**src/rtl/latency_sweep_sequencer_pkg.sv**
```systemverilog
// Shared types and constants for the latency sweep sequencer: FSM states,
// CSR word offsets and CTRL register bit positions.
package latency_sweep_pkg;

    typedef enum logic [2:0] {
        IDLE,
        ISSUE,
        LAT,
        DATA,
        ACCUM,
        DONE
    } state_t;

    localparam logic [3:0] CSR_CTRL     = 4'd0;
    localparam logic [3:0] CSR_BASE     = 4'd1;
    localparam logic [3:0] CSR_STRIDE   = 4'd2;
    localparam logic [3:0] CSR_COUNT    = 4'd3;
    localparam logic [3:0] CSR_MIN      = 4'd4;
    localparam logic [3:0] CSR_MAX      = 4'd5;
    localparam logic [3:0] CSR_SUM_LO   = 4'd6;
    localparam logic [3:0] CSR_SUM_HI   = 4'd7;
    localparam logic [3:0] CSR_LAST     = 4'd8;
    localparam logic [3:0] CSR_SAMPLES  = 4'd9;
    localparam logic [3:0] CSR_CHECKSUM = 4'd10;

    // CTRL write bits
    localparam int CTRL_START = 0;
    localparam int CTRL_CLEAR = 1;
    // CTRL read bits
    localparam int CTRL_BUSY  = 0;
    localparam int CTRL_DONE  = 1;

endpackage

```
**src/rtl/latency_sweep_sequencer_if.sv**
```systemverilog
// Avalon-MM master bundle towards the memory latency tester (control port
// plus data port). master = sequencer side, slave = tester side.
interface latency_sweep_sequencer_if #(
    parameter int DATA_WIDTH = 16
);
    logic                  avm_ctl_write;
    logic                  avm_ctl_read;
    logic [31:0]           avm_ctl_writedata;
    logic [31:0]           avm_ctl_readdata;
    logic                  avm_ctl_waitrequest;
    logic                  avm_data_read;
    logic [DATA_WIDTH-1:0] avm_data_readdata;
    logic                  avm_data_waitrequest;

    modport master (
        output avm_ctl_write, avm_ctl_read, avm_ctl_writedata, avm_data_read,
        input  avm_ctl_readdata, avm_ctl_waitrequest, avm_data_readdata, avm_data_waitrequest
    );

    modport slave (
        input  avm_ctl_write, avm_ctl_read, avm_ctl_writedata, avm_data_read,
        output avm_ctl_readdata, avm_ctl_waitrequest, avm_data_readdata, avm_data_waitrequest
    );
endinterface

```
**src/rtl/latency_sweep_sequencer_stats.sv**
```systemverilog
// Running latency statistics: min, max, 64-bit wrapping sum and sample count.
// clear has priority over update.
module latency_stats #(
    parameter int LAT_WIDTH   = 32,
    parameter int COUNT_WIDTH = 16
) (
    input  logic                   clk,
    input  logic                   reset_n,
    input  logic                   clear,
    input  logic                   update,
    input  logic [LAT_WIDTH-1:0]   lat,
    output logic [LAT_WIDTH-1:0]   min_lat,
    output logic [LAT_WIDTH-1:0]   max_lat,
    output logic [63:0]            sum,
    output logic [COUNT_WIDTH-1:0] samples
);

    always_ff @(posedge clk or negedge reset_n) begin
        if (!reset_n) begin
            min_lat <= '1;
            max_lat <= '0;
            sum     <= '0;
            samples <= '0;
        end else if (clear) begin
            min_lat <= '1;
            max_lat <= '0;
            sum     <= '0;
            samples <= '0;
        end else if (update) begin
            if (lat < min_lat) min_lat <= lat;
            if (lat > max_lat) max_lat <= lat;
            sum     <= sum + 64'(lat);
            samples <= samples + COUNT_WIDTH'(1);
        end
    end

endmodule

```
**src/rtl/latency_sweep_sequencer.sv**
```systemverilog
// Sweeps COUNT addresses through the latency tester and accumulates stats.
// Define LATENCY_SWEEP_CHECKSUM_EN to build the rotating-XOR data checksum.
module latency_sweep_sequencer
    import latency_sweep_pkg::*;
#(
    parameter int ADDRESS_WIDTH = 32,
    parameter int DATA_WIDTH    = 16,
    parameter int COUNT_WIDTH   = 16
) (
    input  logic        clk,
    input  logic        reset_n,
    input  logic [3:0]  avs_address,
    input  logic        avs_write,
    input  logic [31:0] avs_writedata,
    input  logic        avs_read,
    output logic [31:0] avs_readdata,
    latency_sweep_sequencer_if.master avm
);

    state_t                   state;
    logic [ADDRESS_WIDTH-1:0] base_q, stride_q, cur_addr;
    logic [COUNT_WIDTH-1:0]   count_q;
    logic [31:0]              lat_q;
    logic [DATA_WIDTH-1:0]    data_q, last_data;
    logic                     done_q;
    logic                     ctl_write_q, ctl_read_q, data_read_q;
    logic [31:0]              ctl_wdata_q;

    logic [31:0]              min_lat, max_lat;
    logic [63:0]              sum;
    logic [COUNT_WIDTH-1:0]   samples;
    logic [31:0]              checksum;

    logic busy, csr_wr_ok, start_acc, clear_acc, stats_clear, stats_update, last_sample;
    logic [ADDRESS_WIDTH-1:0] next_addr;

    // CSR reads are combinational and side-effect free, so the strobe is not needed
    logic unused_ok;
    assign unused_ok = avs_read;

    assign busy         = (state != IDLE);
    assign csr_wr_ok    = avs_write && !busy;
    assign start_acc    = csr_wr_ok && (avs_address == CSR_CTRL) && avs_writedata[CTRL_START];
    assign clear_acc    = csr_wr_ok && (avs_address == CSR_CTRL) && avs_writedata[CTRL_CLEAR];
    assign stats_clear  = start_acc || clear_acc;
    assign stats_update = (state == ACCUM);
    assign next_addr    = cur_addr + stride_q;
    assign last_sample  = ((samples + COUNT_WIDTH'(1)) == count_q);

    assign avm.avm_ctl_write     = ctl_write_q;
    assign avm.avm_ctl_read      = ctl_read_q;
    assign avm.avm_ctl_writedata = ctl_wdata_q;
    assign avm.avm_data_read     = data_read_q;

    always_ff @(posedge clk or negedge reset_n) begin
        if (!reset_n) begin
            base_q   <= '0;
            stride_q <= '0;
            count_q  <= '0;
        end else if (csr_wr_ok) begin
            case (avs_address)
                CSR_BASE:   base_q   <= avs_writedata[ADDRESS_WIDTH-1:0];
                CSR_STRIDE: stride_q <= avs_writedata[ADDRESS_WIDTH-1:0];
                CSR_COUNT:  count_q  <= avs_writedata[COUNT_WIDTH-1:0];
                default: ;
            endcase
        end
    end

    always_ff @(posedge clk or negedge reset_n) begin
        if (!reset_n) begin
            state       <= IDLE;
            cur_addr    <= '0;
            lat_q       <= '0;
            data_q      <= '0;
            last_data   <= '0;
            done_q      <= 1'b0;
            ctl_write_q <= 1'b0;
            ctl_read_q  <= 1'b0;
            data_read_q <= 1'b0;
            ctl_wdata_q <= '0;
        end else begin
            case (state)
                IDLE: begin
                    if (stats_clear) done_q <= 1'b0;
                    if (start_acc) begin
                        cur_addr <= base_q;
                        if (count_q == '0) begin
                            state <= DONE;
                        end else begin
                            state       <= ISSUE;
                            ctl_write_q <= 1'b1;
                            ctl_wdata_q <= 32'(base_q);
                        end
                    end
                end
                ISSUE: if (!avm.avm_ctl_waitrequest) begin
                    ctl_write_q <= 1'b0;
                    ctl_read_q  <= 1'b1;
                    state       <= LAT;
                end
                LAT: if (!avm.avm_ctl_waitrequest) begin
                    lat_q       <= avm.avm_ctl_readdata;
                    ctl_read_q  <= 1'b0;
                    data_read_q <= 1'b1;
                    state       <= DATA;
                end
                DATA: if (!avm.avm_data_waitrequest) begin
                    data_q      <= avm.avm_data_readdata;
                    data_read_q <= 1'b0;
                    state       <= ACCUM;
                end
                ACCUM: begin
                    last_data <= data_q;
                    cur_addr  <= next_addr;
                    if (last_sample) begin
                        state <= DONE;
                    end else begin
                        state       <= ISSUE;
                        ctl_write_q <= 1'b1;
                        ctl_wdata_q <= 32'(next_addr);
                    end
                end
                DONE: begin
                    done_q <= 1'b1;
                    state  <= IDLE;
                end
                default: state <= IDLE;
            endcase
        end
    end

    latency_stats #(
        .LAT_WIDTH   (32),
        .COUNT_WIDTH (COUNT_WIDTH)
    ) u_stats (
        .clk     (clk),
        .reset_n (reset_n),
        .clear   (stats_clear),
        .update  (stats_update),
        .lat     (lat_q),
        .min_lat (min_lat),
        .max_lat (max_lat),
        .sum     (sum),
        .samples (samples)
    );

`ifdef LATENCY_SWEEP_CHECKSUM_EN
    logic [31:0] checksum_q;
    always_ff @(posedge clk or negedge reset_n) begin
        if (!reset_n)          checksum_q <= '0;
        else if (stats_clear)  checksum_q <= '0;
        else if (stats_update) checksum_q <= {checksum_q[30:0], checksum_q[31]} ^ 32'(data_q);
    end
    assign checksum = checksum_q;
`else
    assign checksum = '0;
`endif

    always_comb begin
        avs_readdata = '0;
        case (avs_address)
            CSR_CTRL: begin
                avs_readdata[CTRL_BUSY] = busy;
                avs_readdata[CTRL_DONE] = done_q;
            end
            CSR_BASE:     avs_readdata = 32'(base_q);
            CSR_STRIDE:   avs_readdata = 32'(stride_q);
            CSR_COUNT:    avs_readdata = 32'(count_q);
            CSR_MIN:      avs_readdata = min_lat;
            CSR_MAX:      avs_readdata = max_lat;
            CSR_SUM_LO:   avs_readdata = sum[31:0];
            CSR_SUM_HI:   avs_readdata = sum[63:32];
            CSR_LAST:     avs_readdata = 32'(last_data);
            CSR_SAMPLES:  avs_readdata = 32'(samples);
            CSR_CHECKSUM: avs_readdata = checksum;
            default: ;
        endcase
    end

endmodule
```
**src/flat_wrapper.sv**
```systemverilog
// flat-port wrapper written by rule: the top's interface ports become plain ports
module latency_sweep_sequencer_flat import latency_sweep_pkg::*;
#(
    parameter int ADDRESS_WIDTH = 32,
    parameter int DATA_WIDTH    = 16,
    parameter int COUNT_WIDTH   = 16
)
  (clk, reset_n, avs_address, avs_write, avs_writedata, avs_read, avs_readdata, avm_avm_ctl_write, avm_avm_ctl_read, avm_avm_ctl_writedata, avm_avm_data_read, avm_avm_ctl_readdata, avm_avm_ctl_waitrequest, avm_avm_data_readdata, avm_avm_data_waitrequest);
  latency_sweep_sequencer_if #(.DATA_WIDTH(DATA_WIDTH)) avm_i ();
  input  logic clk;
  input  logic reset_n;
  input  logic [3:0] avs_address;
  input  logic avs_write;
  input  logic [31:0] avs_writedata;
  input  logic avs_read;
  output logic [31:0] avs_readdata;
  output wire logic [$bits(avm_i.avm_ctl_write)-1:0] avm_avm_ctl_write;
  output wire logic [$bits(avm_i.avm_ctl_read)-1:0] avm_avm_ctl_read;
  output wire logic [$bits(avm_i.avm_ctl_writedata)-1:0] avm_avm_ctl_writedata;
  output wire logic [$bits(avm_i.avm_data_read)-1:0] avm_avm_data_read;
  input wire logic [$bits(avm_i.avm_ctl_readdata)-1:0] avm_avm_ctl_readdata;
  input wire logic [$bits(avm_i.avm_ctl_waitrequest)-1:0] avm_avm_ctl_waitrequest;
  input wire logic [$bits(avm_i.avm_data_readdata)-1:0] avm_avm_data_readdata;
  input wire logic [$bits(avm_i.avm_data_waitrequest)-1:0] avm_avm_data_waitrequest;
  assign avm_avm_ctl_write = avm_i.avm_ctl_write;
  assign avm_avm_ctl_read = avm_i.avm_ctl_read;
  assign avm_avm_ctl_writedata = avm_i.avm_ctl_writedata;
  assign avm_avm_data_read = avm_i.avm_data_read;
  assign avm_i.avm_ctl_readdata = avm_avm_ctl_readdata;
  assign avm_i.avm_ctl_waitrequest = avm_avm_ctl_waitrequest;
  assign avm_i.avm_data_readdata = avm_avm_data_readdata;
  assign avm_i.avm_data_waitrequest = avm_avm_data_waitrequest;
  latency_sweep_sequencer #(.ADDRESS_WIDTH(ADDRESS_WIDTH), .DATA_WIDTH(DATA_WIDTH), .COUNT_WIDTH(COUNT_WIDTH)) u_core (.clk(clk), .reset_n(reset_n), .avs_address(avs_address), .avs_write(avs_write), .avs_writedata(avs_writedata), .avs_read(avs_read), .avs_readdata(avs_readdata), .avm(avm_i));
endmodule
```
**config.mk**
```make
export PLATFORM = sky130hd
export DESIGN_NAME = latency_sweep_sequencer_flat
export DESIGN_NICKNAME = d
export VERILOG_FILES = /design/src/rtl/latency_sweep_sequencer_pkg.sv /design/src/rtl/latency_sweep_sequencer_if.sv /design/src/rtl/latency_sweep_sequencer_stats.sv /design/src/rtl/latency_sweep_sequencer.sv /design/src/flat_wrapper.sv
export SDC_FILE = /design/constraint.sdc
export NUM_CORES = 1
export LEC_CHECK = 0
export ABC_CLOCK_PERIOD_IN_PS = 7400
export BUFFER_PORTS_ARGS = -buffer_cell sky130_fd_sc_hd__clkbuf_2
export CORE_ASPECT_RATIO = 0.6
export CORE_MARGIN = 4
export CORE_UTILIZATION = 33
export CTS_BUF_LIST = sky130_fd_sc_hd__clkbuf_2
export CTS_CLUSTER_DIAMETER = 150
export DETAILED_ROUTE_END_ITERATION = 12
export PLACE_DENSITY = 0.45
export RECOVER_POWER = 25
export SLEW_MARGIN = 20
export SYNTH_ARGS = -nofsm -noshare
export SYNTH_HDL_FRONTEND = slang
export SYNTH_SLANG_ARGS = --single-unit
```
**constraint.sdc**
```tcl
create_clock -name clk -period 7.4 [get_ports clk]
set_clock_uncertainty 0.1 [all_clocks]
set_input_delay 1.11 -clock clk [delete_from_list [all_inputs] [get_ports clk]]
set_output_delay 1.11 -clock clk [all_outputs]
set_load 0.1 [all_outputs]
```
* Yosys cells after proc, flatten, opt, wreduce, memory -nomap -nowiden
Cells that the tools add are included.
Widths: inputs -> output; s select.
** Cells by class
- $add $sub $neg :: 3
- Bitwise logic cells :: 2
- Multiplexer cells :: 36
- Reductions and logical operators :: 32
- Eq/ne operators :: 22
- Divide/modulo/power cells :: 0
- Magnitude comparators :: 2
- Multiply operators :: 0
- Shift operators :: 0
** Operators by type and width (count)
- $mux 32 :: 10
- $pmux 30 s9 :: 1
- $mux 64 :: 2
- $pmux 32 s2 :: 2
- $add 64x32->64 :: 1
- $add 32x32->32 :: 1
- $gt 32x32->1 :: 1
- $lt 32x32->1 :: 1
- $mux 16 :: 2
- $pmux 2 s10 :: 1
- $mux 3 :: 6
- $reduce_and 2->1 :: 9
- $add 16x1->16 const B :: 1
- $eq 16x16->1 :: 1
- $eq 4x3->1 const B :: 4
- $logic_not 16->1 :: 1
- $pmux 3 s5 :: 1
- $reduce_bool 2->1 :: 7
- $ne 2x2->1 const B :: 5
- $eq 4x2->1 const B :: 2
- $eq 4x4->1 const B :: 2
- $reduce_and 4->1 :: 2
- $mux 1 :: 7
- $eq 3x2->1 const B :: 2
- other kinds (15) :: 25
** Storage, ports and cells
- Memory bits (read-only) :: 0
- Word-level logic and storage cells :: 114
- Output and inout port bits :: 67
- Bits in writable memories :: 0
- Flip-flop bits (word level) :: 359
- Memories :: 0
- Bits in latches :: 0
- Bits of input ports :: 90

* Longest topological paths before layout
Gate-level depths: netlist of run 1.
- Depth in word-level cells :: 8
- Mapped depth :: 13
- Gate-level depth less buffers :: 12

* Hierarchy
A second synthesis of run 1 with hierarchy kept.
** Second synthesis, totals
- Cell total of the unflattened synthesis :: 2312
- Area, all modules :: 22297.6 um^2
** By module, submodules not included
- latency_sweep_sequencer :: area an instance 12001.5 um^2, times used 1, cells an instance 1166, seq. area each 5380.2 um^2
- latency_stats :: area an instance 10296.1 um^2, times used 1, cells an instance 1146, seq. area each 3643.5 um^2

* Worst setup path before layout of run 1
No wires, ideal clock.
- Path type :: input to output
- Start point :: input avs_address[0]
- End point :: output avs_readdata[1]
- Cell stages on the path :: 6
- Path buffers :: 2
- Path slack :: 3.027 ns
- Data arrival time :: 3.163 ns
- Required time :: 6.190 ns
- Path through :: nand2b_1 -> nor3_1 -> clkbuf_1 -> clkbuf_1 -> a22oi_1 -> nand4_1
** Between the ends
- Word-level cells in the longest chain between the ends :: 2
- Elaborated cells on any way between the ends :: 11
- Those cells by class :: eq/ne (9); mux (1); reduce/logical (1)
** Ends and longest elaborated chain
- from (decl) :: line flat_wrapper.sv:12 : input logic [3:0] avs_address;
- $eq 4x4->1 (tied with other cells) :: line latency_sweep_sequencer.sv:162 : case (avs_address)
- $pmux 2 s10 (*) :: line latency_sweep_sequencer.sv:162
- to (decl) :: line flat_wrapper.sv:16 : output logic [31:0] avs_readdata;
Mark *: on every way between the ends. The rest lies on a longest branch, timed or not.

==> results of run 1 <==
-- metal layers --
layer	part of all wire	routed length, um	vias to the layer above
met1	0.52	40320	9269
met2	0.40	30920	612
met5	0	0	-
met4	0.019	1491	0
li1	-	-	8662
met3	0.064	4998	100
-- cell type report --
class                   count  area, um^2  share of cell area
multi-input cells        1676       11550              0.4779
diodes                      2       5.005           0.0002071
repair buffers            214        1321             0.05467
inverters                 120       450.4             0.01864
clock inverters            26       112.6            0.004659
flip-flops and latches    359        9024              0.3734
well taps                 851        1065             0.04405
clock buffers             128       640.6             0.02651
-- flip-flops by register name, summed over array words and instances, names as in the netlist, 3 cells and up --
| signal | cells |
|---|---|
| u_core.u_stats.min_lat | 32 |
| u_core.cur_addr | 32 |
| u_core.avm.avm_ctl_writedata | 32 |
| u_core.state | 3 |
| u_core.last_data | 16 |
| u_core.u_stats.max_lat | 32 |
| u_core.count_q | 16 |
| u_core.u_stats.sum | 64 |
| u_core.u_stats.samples | 16 |
| u_core.data_q | 16 |
| u_core.base_q | 32 |
| u_core.lat_q | 32 |
| u_core.stride_q | 32 |
-- logic make-up (layout without fill, tap and decap cells) --
kind of cell	Yosys count	after routing
xor+xnor	100	100
compound gates	631	631
buf+inv	243	488
other cells	0	2
mux	155	155
simple gates	661	661
fa+ha+maj	129	129
flops	359	359
-- timing repair --
| item | 4_1_cts | 5_1_grt |
|---|---|---|
| setup buffers | 0 | 0 |
| hold buffers | 34 | 0 |
| hold endpoints to repair | 82 | 0 |
-- cells in the final DEF (no fill, tap or decap), types with 33 or more instances in the layout --
cell	netlist	layout
o21ai_0	162	162
nor2_1	119	115
nand3_1	73	73
a21oi_1	110	110
inv_1	120	120
ha_1	127	127
dfrtp_1	327	327
a21o_1	49	49
mux2i_1	41	41
xnor2_1	45	45
nand2_1	307	306
clkbuf_2	1	282
xor2_1	55	55
nand4_1	33	33
dlygate4sd3_1	0	34
o211ai_1	50	50
mux2_2	105	105
a22oi_1	68	68
-- worst max-delay path, cell delays in order --
cell           delay [ns]
dlygate4sd3_1        0.53
clkbuf_1             2.03
clkbuf_4             1.99
-- report_power, final --
group          internal (uW)  switching, uW  total, uW
Clock                    465            915       1380
Combinational           2210           3810       6020
Sequential              2920           1230       4140
-- per-stage QoR --
step / worst slack, ns / power (uW) / hold slack, ns / std cells / utilization
floorplan: 3.027 / 8244 / 0.3348 / 2278 / -
finish: 2.173 / 11540 / 0.1442 / 3376 / 0.3752
global placement: 2.382 / 10000 / 0.3487 / 3185 / 0.3582
global route: 1.286 / 12450 / 0.01231 / 3376 / 0.3752
CTS: 2.351 / 11550 / 0.0001295 / 3373 / 0.3753
detailed placement: 2.356 / 10080 / 0.3505 / 3185 / 0.3583
-- worst max-delay path by stage --
stage                                  to  slack, ns            from  cells after the start
2_1_floorplan             avs_readdata[1]       3.03  avs_address[0]                      6
4_1_cts                   avs_readdata[1]       2.35  avs_address[0]                      7
5_1_grt        u_core.u_stats.max_lat[18]       1.29         reset_n                      3
3_3_place_gp              avs_readdata[1]       2.38  avs_address[0]                      7
6_report           u_core.u_stats.sum[18]       2.17         reset_n                      3
3_5_place_dp              avs_readdata[1]       2.36  avs_address[0]                      7
==> results.yml, run 1 <==
power_and_ir_drop:
  peakVddDrop_mv: 0.2293
  leakage_uw: 0.01185
  power_density_mw_per_mm2: 477.4
yosys:
  syn_nets: 2497
  ys_seq_area_frac: 0.4205
  netlist_area_mm2: 0.02146
  synth_xor_area_frac: 0.04081
  yosysWarnings: 0
  synth_top_area_share: 0.3813
  yosys-top-cells-area: "dfrtp_1 (38%), ha_1 (7.4%), mux2_2 (5.5%)"
  ys_ff_latch: 359
  netlist.top_cell.by_area: "dfrtp_1"
  synth_compound_area_frac: 0.1948
  async_flop_share: 1.000
  yosysMostFrequentCell: "dfrtp_1"
  synth_common_cells: "dfrtp_1 (327), nand2_1 (307), o21ai_0 (162)"
  synth_top_family_by_area: "compound AO/OA/AOI/OAI gates"
  synth_cells: 2278
  synth_edf_count: 0
  ys_types: 79
  synth-simple-area-share: 0.1417
  avgSynthCellArea_um2: 9.420
  synth_adder_area_share: 0.07591
  synthMuxAreaShare: 0.08052
  synth_flop_cell: "dfrtp_1"
min_path:
  worstHoldStart: "avm_avm_ctl_readdata[18]"
  min_path_cells: 3
  hold_class: "in2reg"
  whs_endpoint: "u_core.lat_q[18]"
timing:
  period_minus_slack_ns: 5.227
  period_share: 0.7063
  tns_ns: 0
  relSlewSlack: -0.9255
  maxSlewViolCount: 210
  fmax_mhz: 191.3
  setup_viol: 0
  rsz0062_at_grt: "no"
  worstMarginPinSlew_ns: 2.888
  finalHoldViolCount: 0
placed_design:
  place_area_mm2: 0.02308
  place_hpwl_um: 56830
  portBuffers: 155
  gp_congestion: 0.9032
clock_tree:
  numCtsBuffers: 91
  htree_levels: 3
  cts.repair.resized: 0
  clk_path_buf_depth: 3
  insertion_delay_ns: 1.16
  path_clk_slew_ns: 0.11
  clockRootBuffer: "clkbuf_2"
  cts_tree: "built"
  cts.sinks: 359
global_route:
  use_met2: 0.3114
  antenna_found_initial: 2
  track_usage: 0.2238
  grt.met1_usage: 0.3535
  grt_max_degree: 160
  grt_pass1_wl_um: 116800
  first_global_vias: 17990
  grt_busiest_layer: "met1"
  met3_usage: 0.04039
  gr-total-overflow: 0
run:
  timing.max_cap.violations: 2
cells_and_area:
  design_area_mm2: 0.02417
  syn_to_final_growth_pct: 12.63
  drive_gt1_frac: 0.2006
  nets: 2681
  nFillCells: 6594
routing:
  wl_um: 77730
  vias: 18640
  vias_per_cell: 5.522
  drt_iter0_drc: 1773
  avgRoutedWirePerCell_um: 23.02
  antenna_left: 0
  drt_first_pass_iters: 5
  drc: 0
floorplanning:
  fp-row-count: 72
  die_h_um: 205.5
  start_util: 0.3332
  ios: 157
  dieArea_mm2: 0.06931
  core_area_mm2: 0.06441
  die_x_um: 337.2
critical_path:
  path_class: "in2async"
  cp_max_fo: 159
  arrival_ns: 5.86
  r2r_cells: 9
  critPathLaunchType: "input pin"
  r2r-end: "u_core.u_stats.max_lat[20]"
  cp.required_ns: 8.03
  rrSetupSlack_ns: 3.24
  r2r-start: "u_core.lat_q[31]"
  endpoint_kind: "asynchronous set/reset pin"
outcome:
  outcome: "complete, but fails checks"
  violations: "max-capacitance violations, max-slew violations"
No activity file was read; power rests on OpenSTA's default activity.
==> run 2: changes to the inputs <==
--- a/config.mk
+++ b/config.mk
@@ -5,7 +5,7 @@
 export SDC_FILE = /design/constraint.sdc
 export NUM_CORES = 1
 export LEC_CHECK = 0
-export ABC_CLOCK_PERIOD_IN_PS = 7400
+export ABC_CLOCK_PERIOD_IN_PS = 4200
 export BUFFER_PORTS_ARGS = -buffer_cell sky130_fd_sc_hd__clkbuf_2
 export CORE_ASPECT_RATIO = 0.6
 export CORE_MARGIN = 4
@@ -13,7 +13,7 @@
 export CTS_BUF_LIST = sky130_fd_sc_hd__clkbuf_2
 export CTS_CLUSTER_DIAMETER = 150
 export DETAILED_ROUTE_END_ITERATION = 12
-export PLACE_DENSITY = 0.45
+export PLACE_DENSITY = 0.47
 export RECOVER_POWER = 25
 export SLEW_MARGIN = 20
 export SYNTH_ARGS = -nofsm -noshare
==> constraint.sdc (replaced) <==
create_clock -name clk -period 4.2 [get_ports clk]
set_clock_uncertainty 0.1 [all_clocks]
set_input_delay 0.63 -clock clk [delete_from_list [all_inputs] [get_ports clk]]
set_output_delay 0.63 -clock clk [all_outputs]
set_load 0.1 [all_outputs]
==> results.yml, run 2 (synthesis gave the netlist of run 1 again) <==
critical_path:
  r2r_cells: 12
  crit_family: "simple AND/OR/NAND/NOR gates"
  arrival_ns: 3.26
  r2r-start: "u_core.u_stats.sum[0]"
  r2r-end: "u_core.u_stats.sum[28]"
  endpoint_kind: "output pin"
  cp_max_fo: 14
  critical_path.cell_chain: "or3_1 -> a22o_1 -> a221oi_1 -> nand4_1 -> clkbuf_4"
  slowest_delay_ns: 0.54
  path_class: "reg2out"
  crit_path_start: "u_core.state[2]"
  critPathBufInv: 1
  cp.required_ns: 3.47
  rrSetupSlack_ns: 0.43
  crit_slowest_cell: "dfrtp_2"
  critPathLaunchType: "register"
routing:
  antenna_left: 0
  vias: 18950
  drt_iter0_drc: 1827
  avgRoutedWirePerCell_um: 22.54
  vias_per_cell: 5.479
  drt_first_pass_iters: 6
  wl_um: 77940
  drc: 0
cells_and_area:
  drive_gt1_frac: 0.1999
  top_register: "u_core.u_stats.sum"
  nets: 2773
  syn_to_final_growth_pct: 16.93
  largest_reg_flops: 64
  final_cell_mix: "dfrtp_1 (326), nand2_1 (306), clkbuf_2 (284), o21ai_0 (162), ha_1 (127)"
  final_util: 0.3896
  layout_commonest_cell: "dfrtp_1"
floorplanning:
  ios: 157
  die_h_um: 205.5
  fp-row-count: 72
  dieArea_mm2: 0.06931
  die_x_um: 337.2
  start_util: 0.3332
  core_area_mm2: 0.06441
run:
  timing.max_cap.violations: 5
timing:
  maxSlewViolCount: 363
  period_share: 0.9503
  finalHoldViolCount: 0
  fmax_mhz: 250.6
  relSlewSlack: -0.6297
  rsz0062_at_grt: "no"
  worstMarginPinSlew_ns: 2.445
  tns_ns: 0
  setup_viol: 0
  period_minus_slack_ns: 3.991
global_route:
  grt_pass1_wl_um: 118400
  grt.met1_usage: 0.3506
  gr-total-overflow: 0
  grt_max_degree: 145
  met3_usage: 0.04349
  first_global_vias: 18630
  grt_busiest_layer: "met1"
  antenna_found_initial: 1
  use_met2: 0.3194
  track_usage: 0.2252
power_and_ir_drop:
  peakVddDrop_mv: 0.5079
  pwr-share-comb: 0.532
  power_density_mw_per_mm2: 819.1
  leakage_uw: 0.01228
  clockPowerShare: 0.117
  seq_power_share: 0.351
  switchingPower_uw: 10450
  netSwitchingFraction: 0.5084
  internal_power_uw: 10100
  p_total_uw: 20550
clock_tree:
  cts_tree: "built"
  cts.sinks: 359
  path_clk_slew_ns: 0.10
  clockRootBuffer: "clkbuf_2"
  numCtsBuffers: 90
  clk_path_buf_depth: 3
  insertion_delay_ns: 1.15
  htree_levels: 3
placed_design:
  portBuffers: 155
  gp_congestion: 0.8887
  place_hpwl_um: 57250
min_path:
  hold_class: "in2reg"
  worstHoldStart: "avm_avm_ctl_readdata[13]"
  whs_endpoint: "u_core.lat_q[13]"
  min_path_cells: 4
outcome:
  violations: "max-capacitance violations, max-slew violations"
  outcome: "complete, but fails checks"
## run 2: cell types whose count changed in the layout (fill, tap and decap cells not counted), sizes merged, moves of 2 or more
cell         delta
buf            +19
clkinv          -9
clkbuf          +2
dlygate4sd3    +71
## run 2: worst max path at each step
stage | cells after the start | slack, ns | end
detailed placement | 12 | 0.61 | u_core.u_stats.sum[28]
CTS | 5 | 0.04 | avs_readdata[0]
floorplan | 6 | 0.79 | avs_readdata[1]
global route | 5 | 0.02 | avs_readdata[0]
finish | 5 | 0.21 | avs_readdata[0]
global placement | 12 | 0.64 | u_core.u_stats.sum[28]
## run 2: repair_timing
| action | 4_1_cts | 5_1_grt |
|---|---|---|
| setup buffers | 0 | 0 |
| endpoints found under the hold margin | 435 | 0 |
| hold buffers | 106 | 0 |
| resized for setup | 2 | 0 |
| endpoints found under the setup margin | 1 | 0 |
## run 2: tightest hold or removal path: cells and delay by family
| kind | cells | cell delay [ns] |
|---|---|---|
| and+or+nand+nor | 1 | 0.05 |
| AOI/OAI and AO/OA | 1 | 0.06 |
| buffers and inverters | 2 | 0.62 |
## run 2: cell type report
| cell class | instances | area [um^2] |
|---|---|---|
| Sequential cell | 359 | 9025 |
| Tap cell | 851 | 1065 |
| Fill cell | 6612 | 39320 |
| Multi-Input combinational cell | 1676 | 11540 |
| Clock inverter | 17 | 107.6 |
| Inverter | 120 | 450.4 |
| Clock buffer | 127 | 635.6 |
| Antenna cell | 1 | 2.502 |
| Timing Repair Buffer | 307 | 2267 |
## run 2: power groups by stage
| stage | Clock, uW | Combinational (uW) | Sequential [uW] |
|---|---|---|---|
| after floorplan | 0 | 7280 | 7240 |
| after global placement | 0 | 10400 | 7220 |
| after detailed placement | 0 | 10600 | 7260 |
| after CTS | 2530 | 10800 | 7200 |
| after global routing | 2720 | 12100 | 7390 |
| final | 2400 | 10900 | 7220 |
## run 2: per-layer routing
layer | vias to the layer above | routed length (um)
li1 | 8828 | -
met2 | 629 | 31770
met5 | - | 0
met1 | 9388 | 39680
met4 | 0 | 1177
met3 | 100 | 5311
## run 2: metrics by stage
step	setup WS (ns)	std cells	area, um^2	hold slack [ns]
global route	0.01737	3458	25090	0.04176
floorplan	0.7868	2278	21460	0.2344
CTS	0.04124	3457	25170	0.002927
detailed placement	0.6122	3207	23350	0.3526
finish	0.2089	3458	25090	0.1575
global placement	0.6356	3207	23350	0.3498
==> run 3: changes to the inputs <==
--- a/config.mk
+++ b/config.mk
@@ -5,6 +5,7 @@
 export SDC_FILE = /design/constraint.sdc
 export NUM_CORES = 1
 export LEC_CHECK = 0
+export ABC_AREA = 1
 export ABC_CLOCK_PERIOD_IN_PS = 4200
 export BUFFER_PORTS_ARGS = -buffer_cell sky130_fd_sc_hd__clkbuf_2
 export CORE_ASPECT_RATIO = 0.6
@@ -13,7 +14,7 @@
 export CTS_BUF_LIST = sky130_fd_sc_hd__clkbuf_2
 export CTS_CLUSTER_DIAMETER = 150
 export DETAILED_ROUTE_END_ITERATION = 12
-export PLACE_DENSITY = 0.47
+export PLACE_DENSITY = 0.46
 export RECOVER_POWER = 25
 export SLEW_MARGIN = 20
 export SYNTH_ARGS = -nofsm -noshare
==> results.yml, run 3 <==
power_and_ir_drop:
  peakVddDrop_mv: 0.3899
  leakage_uw: 0.01474
  seq_power_share: 0.274
  clockPowerShare: 0.116
  p_total_uw: 23300
  netSwitchingFraction: 0.5564
  switchingPower_uw: 12960
  power_density_mw_per_mm2: 797.7
  pwr-share-comb: 0.610
  internal_power_uw: 10330
yosys:
  netlist_area_mm2: 0.02367
  ys_types: 48
  ys_ff_latch: 359
  async_flop_share: 1.000
  ys_seq_area_frac: 0.3812
  netlist.top_cell.by_area: "dfrtp_1"
  yosysWarnings: 0
  yosys-top-cells-area: "dfrtp_1 (35%), nand2_1 (18%), inv_1 (7.1%)"
  synth_top_area_share: 0.3457
  synth_common_cells: "nand2_1 (1,144), inv_1 (446), dfrtp_1 (327)"
  synth_flop_cell: "dfrtp_1"
  synth_edf_count: 0
  yosysMostFrequentCell: "nand2_1"
  syn_nets: 3618
  synth_cells: 3399
  avgSynthCellArea_um2: 6.964
cells_and_area:
  layout_commonest_cell: "nand2_1"
  top_register: "u_core.u_stats.sum"
  nets: 4031
  largest_reg_flops: 64
  instances_no_fill: 4853
  seq_area_mm2: 0.009024
  multi_input_area_mm2: 0.01248
  final_cell_mix: "nand2_1 (1,144), inv_1 (445), dfrtp_1 (327), clkbuf_2 (273), nand3_1 (239)"
  syn_to_final_growth_pct: 23.38
  nFillCells: 7532
  drive_gt1_frac: 0.1227
run:
  timing.max_cap.violations: 2
routing:
  drt_iter0_drc: 2587
  vias: 25100
  vias_per_cell: 5.171
  antenna_left: 0
  drt_first_pass_iters: 6
  avgRoutedWirePerCell_um: 21.08
  drc: 0
  wl_um: 102300
critical_path:
  arrival_ns: 3.27
  path_class: "in2out"
  cp.required_ns: 3.47
  endpoint_kind: "output pin"
  r2r_cells: 12
  critPathLaunchType: "input pin"
  cp_max_fo: 12
timing:
  finalHoldViolCount: 0
  tns_ns: 0
  setup_viol: 0
  fmax_mhz: 250.1
  period_share: 0.9522
  maxSlewViolCount: 72
  relSlewSlack: -0.2571
  worstMarginPinSlew_ns: 1.886
  period_minus_slack_ns: 3.999
  rsz0062_at_grt: "no"
outcome:
  violations: "max-capacitance violations, max-slew violations"
  outcome: "complete, but fails checks"
floorplanning:
  die_h_um: 215.5
  start_util: 0.3359
  core_area_mm2: 0.07047
  die_x_um: 353.8
  dieArea_mm2: 0.07622
  fp-row-count: 75
  ios: 157
global_route:
  grt_max_degree: 84
  first_global_vias: 23580
  gr-total-overflow: 0
  track_usage: 0.2638
  antenna_found_initial: 2
  grt_pass1_wl_um: 151500
placed_design:
  dp_cells: 4463
  place_hpwl_um: 78540
  gp_congestion: 0.9757
  portBuffers: 155
clock_tree:
  clockRootBuffer: "clkbuf_2"
  insertion_delay_ns: 1.23
  cts_tree: "built"
  cts.sinks: 359
  clk_path_buf_depth: 3
  path_clk_slew_ns: 0.13
  htree_levels: 3
  cts_setup_buffers: 0
  numCtsBuffers: 98
min_path:
  hold_class: "in2reg"
  min_path_cells: 3
==> run 3: worst paths after layout <==
kind	startpoint	end	slack, ns
setup / recovery	avs_address[1]	avs_readdata[9]	0.20
hold / removal	avs_writedata[9]	u_core.stride_q[9]	0.17
setup reg to reg	u_core.state[1]	u_core.cur_addr[21]	0.50
hold reg to reg	u_core.avm.avm_ctl_writedata[22]	u_core.avm.avm_ctl_writedata[22]	0.37
max in group asynchronous	reset_n	u_core.count_q[4]	0.66
min in group asynchronous	reset_n	u_core.u_stats.min_lat[11]	1.62
==> run 3: worst max-delay path, stage by stage <==
cell       delay, ns
clkbuf_2        0.16
inv_1           0.10
nor2_2          0.50
nand2_1         0.59
inv_1           0.56
nand2_1         0.20
o2111ai_1       0.29
buf_12          0.24
==> run 3: logic make-up after synthesis <==
group | count (synthesis) | synth area share
compound gates | 498 | 0.1203
mux | 14 | 0.006660
fa+ha+maj | 129 | 0.06882
buf+inv | 570 | 0.09329
xor+xnor | 29 | 0.01131
flops | 359 | 0.3812
simple gates | 1800 | 0.3184
==> run 3: layout make-up <==
class                   count  area share
repair buffers            426      0.1325
flip-flops and latches    359      0.3090
clock buffers             148     0.02536
multi-input cells        2470      0.4273
diodes                      2   0.0001714
well taps                 962     0.04121
inverters                 457     0.05890
clock inverters            29    0.005569
==> run 3: power by group through the flow <==
stage	sequential, uW	clock (uW)	combinational [uW]
finish	6390	2710	14200
global route	6550	3000	15700
CTS	6390	2830	14000
detailed placement	6440	0	13500
global placement	6420	0	13500
floorplan	6980	0	8400
==> run 3: layer usage <==
metal | routed length (um) | global-route usage | vias to the layer above
li1 | - | - | 11990
met1 | 51160 | 0.4080 | 11970
met2 | 38870 | 0.3491 | 1024
met3 | 10230 | 0.08397 | 120
met4 | 2035 | 0.06144 | 0
met5 | 0 | 0 | -
==> run 3: what timing repair did <==
| item | CTS | global route |
|---|---|---|
| hold buffers | 211 | 0 |
| setup endpoints to repair | 0 | 1 |
| hold endpoints to repair | 513 | 0 |
| resized for setup | 0 | 1 |
==> run 3: per-stage QoR <==
stage | setup slack, ns | util | area, um^2 | hold slack, ns
6_report | 0.2009 | 0.4144 | 29210 | 0.1663
5_1_grt | 0.04431 | 0.4144 | 29210 | 0.03127
4_1_cts | 0.1548 | 0.4152 | 29260 | 0.0008976
3_5_place_dp | 0.1440 | 0.3722 | 26230 | 0.3574
3_3_place_gp | 0.2361 | 0.3722 | 26230 | 0.3550
2_1_floorplan | -0.06970 | - | 23670 | 0.2344
